## config.mk

```make
export PLATFORM = sky130hd
export DESIGN_NAME = mips_exec_unit_flat
export DESIGN_NICKNAME = d
export VERILOG_FILES = /design/src/rtl/mips_exec_pkg.sv /design/src/rtl/mips_exec_if.sv /design/src/rtl/mips_exec_alu_decode.sv /design/src/rtl/mips_exec_unit.sv /design/src/flat_wrapper.sv
export SDC_FILE = /design/constraint.sdc
export NUM_CORES = 1
export LEC_CHECK = 0
export BUFFER_PORTS_ARGS = -buffer_cell sky130_fd_sc_hd__buf_4
export CORE_ASPECT_RATIO = 1.2
export CORE_UTILIZATION = 40
export CTS_CLUSTER_SIZE = 24
export DETAILED_ROUTE_END_ITERATION = 7
export GPL_TIMING_DRIVEN = 0
export HOLD_SLACK_MARGIN = 0.06
export SLEW_MARGIN = 30
export SYNTH_ARGS = -nofsm -noshare
export SYNTH_HDL_FRONTEND = slang
export SYNTH_SLANG_ARGS = --single-unit
```

## constraint.sdc

```tcl
create_clock -name clk -period 0.8 [get_ports clk]
set_input_delay 0.04 -clock clk [delete_from_list [all_inputs] [get_ports clk]]
set_output_delay 0.04 -clock clk [all_outputs]
set_load 0.05 [all_outputs]
```

## src/rtl/mips_exec_pkg.sv

```systemverilog
// Shared ALU control and funct codes for the MIPS execute stage.
// Optional NOR operation is enabled with the ALU_NOR_EN macro.
package mips_exec_pkg;

  localparam logic [2:0] ALU_AND = 3'b000;
  localparam logic [2:0] ALU_OR  = 3'b001;
  localparam logic [2:0] ALU_ADD = 3'b010;
  localparam logic [2:0] ALU_SUB = 3'b110;
  localparam logic [2:0] ALU_SLT = 3'b111;
  localparam logic [2:0] ALU_NOR = 3'b100;

  localparam logic [3:0] FN_ADD = 4'b0000;
  localparam logic [3:0] FN_SUB = 4'b0010;
  localparam logic [3:0] FN_AND = 4'b0100;
  localparam logic [3:0] FN_OR  = 4'b0101;
  localparam logic [3:0] FN_SLT = 4'b1010;
  localparam logic [3:0] FN_NOR = 4'b0111;

endpackage

```

## src/rtl/mips_exec_if.sv

```systemverilog
// Execute-stage bus: control/operand inputs and registered EX/MEM outputs.
// master drives the operation, slave is the execute unit.
interface mips_exec_if #(
  parameter int WIDTH = 32
);

  logic             in_valid;
  logic             alu_op1;
  logic             alu_op0;
  logic [3:0]       funct;
  logic [WIDTH-1:0] a;
  logic [WIDTH-1:0] b;
  logic [WIDTH-1:0] pc;
  logic [WIDTH-1:0] branch_off;

  logic             out_valid;
  logic [2:0]       alu_ctl;
  logic [WIDTH-1:0] result;
  logic             zero;
  logic [WIDTH-1:0] pc_plus_4;
  logic [WIDTH-1:0] branch_target;

  modport master (
    output in_valid, alu_op1, alu_op0, funct,
    output a, b, pc, branch_off,
    input  out_valid, alu_ctl, result, zero,
    input  pc_plus_4, branch_target
  );

  modport slave (
    input  in_valid, alu_op1, alu_op0, funct,
    input  a, b, pc, branch_off,
    output out_valid, alu_ctl, result, zero,
    output pc_plus_4, branch_target
  );

endinterface

```

## src/rtl/mips_exec_alu_decode.sv

```systemverilog
// ALU-control decoder: ALUOp plus funct to a 3-bit ALU operation.
// ALU_NOR_EN adds the NOR decode for funct 0111.
module mips_exec_alu_decode
  import mips_exec_pkg::*;
(
  input  logic       alu_op1,
  input  logic       alu_op0,
  input  logic [3:0] funct,
  output logic [2:0] alu_ctl
);

  logic [2:0] fn_ctl;

  // R-type funct field to ALU operation
  always_comb begin
    fn_ctl = ALU_ADD;
    unique case (funct)
      FN_ADD: fn_ctl = ALU_ADD;
      FN_SUB: fn_ctl = ALU_SUB;
      FN_AND: fn_ctl = ALU_AND;
      FN_OR:  fn_ctl = ALU_OR;
      FN_SLT: fn_ctl = ALU_SLT;
`ifdef ALU_NOR_EN
      FN_NOR: fn_ctl = ALU_NOR;
`else
      FN_NOR: fn_ctl = ALU_ADD;
`endif
      default: fn_ctl = ALU_ADD;
    endcase
  end

  // branch compare wins, then load/store add, then R-type
  always_comb begin
    alu_ctl = ALU_ADD;
    unique case (1'b1)
      alu_op0:             alu_ctl = ALU_SUB;
      !alu_op0 && !alu_op1: alu_ctl = ALU_ADD;
      !alu_op0 && alu_op1:  alu_ctl = fn_ctl;
      default:             alu_ctl = ALU_ADD;
    endcase
  end

endmodule

```

## src/rtl/mips_exec_unit.sv

```systemverilog
// MIPS execute stage: ALU control, ALU, PC+4 and branch-target adders.
// Outputs registered once (EX/MEM); ALU_NOR_EN enables the NOR operation.
module mips_exec_unit
  import mips_exec_pkg::*;
#(
  parameter int WIDTH  = 32,
  parameter int PC_INC = 4
) (
  input  logic clk,
  input  logic rst_n,
  mips_exec_if.slave bus
);

  logic [2:0]       ctl;
  logic [WIDTH-1:0] res;
  logic [WIDTH-1:0] p4;
  logic [WIDTH-1:0] bt;

  mips_exec_alu_decode u_dec (
    .alu_op1 (bus.alu_op1),
    .alu_op0 (bus.alu_op0),
    .funct   (bus.funct),
    .alu_ctl (ctl)
  );

  // ALU datapath; unknown codes produce zero
  always_comb begin
    res = '0;
    case (ctl)
      ALU_AND: res = bus.a & bus.b;
      ALU_OR:  res = bus.a | bus.b;
      ALU_ADD: res = bus.a + bus.b;
      ALU_SUB: res = bus.a - bus.b;
      ALU_SLT: res = {{(WIDTH-1){1'b0}},
                      $signed(bus.a) < $signed(bus.b)};
`ifdef ALU_NOR_EN
      ALU_NOR: res = ~(bus.a | bus.b);
`else
      ALU_NOR: res = '0;
`endif
      default: res = '0;
    endcase
  end

  // sequential and branch addresses; wrap silently
  always_comb begin
    p4 = bus.pc + WIDTH'(PC_INC);
    bt = p4 + bus.branch_off;
  end

  // EX/MEM register, captured every cycle
  always_ff @(posedge clk or negedge rst_n) begin
    if (!rst_n) begin
      bus.out_valid     <= 1'b0;
      bus.alu_ctl       <= '0;
      bus.result        <= '0;
      bus.zero          <= 1'b0;
      bus.pc_plus_4     <= '0;
      bus.branch_target <= '0;
    end else begin
      bus.out_valid     <= bus.in_valid;
      bus.alu_ctl       <= ctl;
      bus.result        <= res;
      bus.zero          <= (res == '0);
      bus.pc_plus_4     <= p4;
      bus.branch_target <= bt;
    end
  end

endmodule

```

## src/flat_wrapper.sv

```systemverilog
// flat-port wrapper written by rule: the top's interface ports become plain ports
module mips_exec_unit_flat import mips_exec_pkg::*;
#(
  parameter int WIDTH  = 32,
  parameter int PC_INC = 4
)
  (clk, rst_n, bus_in_valid, bus_alu_op1, bus_alu_op0, bus_funct, bus_a, bus_b, bus_pc, bus_branch_off, bus_out_valid, bus_alu_ctl, bus_result, bus_zero, bus_pc_plus_4, bus_branch_target);
  mips_exec_if #(.WIDTH(WIDTH)) bus_i ();
  input  logic clk;
  input  logic rst_n;
  input wire logic [$bits(bus_i.in_valid)-1:0] bus_in_valid;
  input wire logic [$bits(bus_i.alu_op1)-1:0] bus_alu_op1;
  input wire logic [$bits(bus_i.alu_op0)-1:0] bus_alu_op0;
  input wire logic [$bits(bus_i.funct)-1:0] bus_funct;
  input wire logic [$bits(bus_i.a)-1:0] bus_a;
  input wire logic [$bits(bus_i.b)-1:0] bus_b;
  input wire logic [$bits(bus_i.pc)-1:0] bus_pc;
  input wire logic [$bits(bus_i.branch_off)-1:0] bus_branch_off;
  output wire logic [$bits(bus_i.out_valid)-1:0] bus_out_valid;
  output wire logic [$bits(bus_i.alu_ctl)-1:0] bus_alu_ctl;
  output wire logic [$bits(bus_i.result)-1:0] bus_result;
  output wire logic [$bits(bus_i.zero)-1:0] bus_zero;
  output wire logic [$bits(bus_i.pc_plus_4)-1:0] bus_pc_plus_4;
  output wire logic [$bits(bus_i.branch_target)-1:0] bus_branch_target;
  assign bus_i.in_valid = bus_in_valid;
  assign bus_i.alu_op1 = bus_alu_op1;
  assign bus_i.alu_op0 = bus_alu_op0;
  assign bus_i.funct = bus_funct;
  assign bus_i.a = bus_a;
  assign bus_i.b = bus_b;
  assign bus_i.pc = bus_pc;
  assign bus_i.branch_off = bus_branch_off;
  assign bus_out_valid = bus_i.out_valid;
  assign bus_alu_ctl = bus_i.alu_ctl;
  assign bus_result = bus_i.result;
  assign bus_zero = bus_i.zero;
  assign bus_pc_plus_4 = bus_i.pc_plus_4;
  assign bus_branch_target = bus_i.branch_target;
  mips_exec_unit #(.WIDTH(WIDTH), .PC_INC(PC_INC)) u_core (.clk(clk), .rst_n(rst_n), .bus(bus_i));
endmodule
```

==> summary.txt <==
Cells and area
  • Filler cells: between 1500 and 2000
  • Non-filler instance count after layout: 1824
  • Final net count: 1777
  • Area growth syn-to-layout: 67.4%
  • Ant diodes: 0
  • Ratio of cells with drive above 1 in the final layout: between 40% and 50%

Logic synthesis
  • Syn_nets: approximately 1400
  • Synthesis Warnings: 0
  • Synth Instances: 1146
  • Main synth FF type: dfrtp_1
  • Seq/Total Area, Yosys: between 20% and 30%
  • Synth cell types: 81
  • Top post-synthesis cells by area: dfrtp_1 26%, ha_1 17%, inv_1 5.1%, xnor2_1 4.5%, a21oi_1 4.0%
  • Post-Syn Area: a little under 10000 sq um
  • Number of flops mapped to enable cells by yosys: 0
  • Yosys top cell by area: dfrtp_1
  • Mean Syn Cell Area: roughly 8.4 sq um
  • #FFs+latches synth: 101
  • Area share of the largest cell type after synthesis: 26.2%
  • Asr flop ratio synth: 100%

Clock tree
  • Num Clock Sinks: between 100 and 150
  • Max Root-Sink Buffers: 2
  • H-Tree Depth: 3
  • Clk root buf: clkbuf_16
  • TritonCTS clock tree: yes
  • Cts bufs inserted: 9
  • Clock Pin Slew Worst Setup and Hold Paths: around 0.08 ns

Drt
  • Routed vias: 10400
  • Routed Antenna Nets: 0
  • Initial DRC Count: between 500 and 600
  • Routed WL: 35100 um
  • Vias/cell: around 5.7
  • First-pass iteration count of the detailed router: 5
  • Residual DRC: 0
  • Wire per inst: 19.3 um

Critical path
  • Crit. End Element: flop
  • CP delay by family, top: simple AND/OR/NAND/NOR gates
  • Worst EP required: 1.08 ns
  • CP max stage delay: about 0.55 ns
  • Worst path arrival time: 3.93 ns
  • Slowest cell on crit path: or4_1
  • CP bufs+invs: 3
  • CP Launch Type: input pin
  • Critical-path cell list: buf_12, inv_12, ha_4, inv_2, fa_2, nor2b_4, o311a_4, o211a_4, a211oi_4, o31a_4, o221a_4, o22ai_4, or4_1, or4_1, or4_4, nor4_2
  • Setup CP Type: input pin to flop
  • Crit path max fanout: 3
  • CP Launch Point: bus_a[0]
  • Most used cell, CP: or4_1

Floorplanning
  • Core ar.: 23400 sq um
  • DIE HEIGHT: roughly 170 um
  • Initial Util: 41.1%
  • Full die area: 24700 sq um
  • I/O pin count: about 240
  • Die Width: 144 um
  • Cell Rows: just over 60

GRT
  • Initial antenna violation count: 1
  • Wire length of the first global-routing pass: ~52000 um
  • Largest net degree at the start of global routing: about 100
  • Total GRT Usage: 27.3%
  • Vias in the first global route: between 10000 and 15000
  • Remaining global-route overflow: 0

STA
  • Fin crit period: 3.65 ns
  • Setup ws final: -2.85 ns
  • RSZ-0062 raised after global routing: true
  • Slew @ Worst Pin: 0.843 ns
  • Fin. max-slew vios: 0
  • Hold WS: -0.257 ns
  • Final Hold Vio Count: 124
  • Slew headroom: a little over two fifths
  • Period utilization: 456%
  • Peak Freq: about 270 MHz
  • Final setup viols: 187

Place
  • Dpl hpwl: 25000 um
  • Routability cong.: between 0.9 and 1
  • Port bufs: 235
  • Dpl ws: -3.40 ns
  • Placed instance count: 1696

Power and ir drop
  • Combinational power share: a little under three fifths
  • Sw frac: 42.6%
  • LEAKAGE: 0.00728 uW
  • Psw: 10900 uW
  • Peak supply drop: approximately 1100 uV
  • Cell Int Power: around 15000 uW
  • Sequential power share: 24.5%
  • Clock Power Share: about a fifth
  • Pwr per Cell Area: 1580 nW/um^2

Run status
  • Failing checks: negative hold slack, negative setup slack
  • Status: finished with violations

Min path
  • Hold Path Class: input pin to async pin

Run
  • MaxCap Viol Count: 0
-- worst paths after layout --
check,end,slack [ns],cells past startpoint
setup / recovery,u_core.bus.zero,-2.85,16
hold / removal,u_core.bus.branch_target[5],-0.26,1
max in group asynchronous,u_core.bus.result[19],0.46,1
min in group clk,u_core.bus.pc_plus_4[14],-0.12,2
-- cell usage after synthesis, types with 4 or more instances --
cell       instances
ha_1             133
inv_1            130
dfrtp_1          101
nor2_1            86
nand2_1           81
a21oi_1           77
xnor2_1           50
o21ai_0           46
clkbuf_1          36
a21o_1            23
mux2i_1           22
nand3_1           22
nor3_1            22
a221oi_1          20
o22ai_1           19
nor2b_1           17
nand4_1           16
xor2_1            13
a31oi_1           12
nand2b_1          12
o21bai_1          12
o221a_2           12
a211oi_1          11
a2111oi_0          9
and3_1             9
nor4_1             9
o211ai_1           9
o31ai_1            9
o31a_1             7
or4_1              7
and2_1             6
buf_2              6
o221ai_1           6
a311oi_1           5
o21a_1             5
a22oi_1            4
and4_1             4
o41ai_1            4
or2_2              4
or3_1              4
-- timing repair --
item / in CTS / in global routing
resized for setup: 274 / 239
setup buffers: 79 / 42
pin swaps: 110 / 105
hold endpoints to repair: 145 / 136
hold buffers: 7 / 2
setup endpoints to repair: 183 / 186
-- placed cells by master (no fill, tap or decap), types with 8 or more instances in the layout --
master,synthesis,final
o21ai_0,46,21
o211ai_1,9,9
nor3_1,22,17
o221a_2,12,9
nand4_1,16,16
nand2_1,81,70
nand3_1,22,13
inv_2,0,12
o22ai_2,1,11
o21bai_1,12,11
o21ai_1,3,11
xnor2_1,50,29
ha_1,133,97
xor2_1,13,9
dfrtp_1,101,101
nor2b_1,17,8
inv_4,0,8
a21oi_1,77,53
o21ai_2,0,13
nand2_2,0,10
a21oi_2,1,19
a221oi_2,0,13
nand2b_1,12,9
buf_6,0,164
clkbuf_16,0,15
and3_4,0,8
buf_8,0,14
a21o_1,23,23
inv_1,130,106
xnor2_2,0,15
clkbuf_1,36,13
buf_4,1,172
nor2_1,86,77
ha_4,0,32
mux2i_1,22,22
-- routing by layer --
layer  routed length [um]  global-route usage, %
met2                17700                   48.4
met4                 1460                   13.6
met1                14100                   32.3
met5                   13                      0
met3                 1920                   3.63
-- final cells by class --
cell class,instances,area [sq um],area share (%)
Buffer,40,442,2.74
Clock buffer,10,229,1.42
Clock inverter,6,95.1,0.589
Inverter,131,557,3.45
Multi-Input combinational cell,868,8480,52.6
Sequential cell,101,2530,15.7
Tap cell,315,394,2.44
Timing Repair Buffer,353,3410,21.1
-- metrics by stage --
stage	utilization, %	power (uW)	instance area (sq um)	TNS, ns	hold slack (ns)
CTS	63.0	24000	14800	-110.47	-0.171
floorplan	-	13600	10300	-90.26	-0.256
global placement	53.4	17000	12500	-175.38	0.150
detailed placement	53.4	17000	12500	-136.98	0.154
finish	68.8	25500	16100	-109.75	-0.257
global route	68.8	26600	16100	-118.21	-0.185
-- registers in the layout, summed over array words and instances (netlist names) --
register / cells
u_core.bus.result: 32
u_core.bus.pc_plus_4: 32
u_core.bus.zero: 1
u_core.bus.branch_target: 32
u_core.bus.alu_ctl: 3
u_core.bus.out_valid: 1
-- cell families after synthesis --
logic type | after synthesis | share of synthesized area, %
xor gates and xnor gates | 63 | 5.73
muxes | 25 | 2.64
DFF | 101 | 26.2
AOI/OAI and AO/OA | 333 | 24.4
buffers and inverters | 177 | 7.01
and+or+nand+nor | 311 | 16.1
adders and majority gates | 136 | 17.9
-- power by group through the flow --
| stage | sequential (uW) | clock [uW] | combinational (uW) |
|---|---|---|---|
| detailed placement | 6190 | 0 | 10800 |
| global placement | 6190 | 0 | 10800 |
| global route | 6320 | 5330 | 14900 |
| finish | 6250 | 5130 | 14100 |
| CTS | 6130 | 5190 | 12700 |
| floorplan | 8970 | 0 | 4590 |
Power figures use the tool's default switching activity.
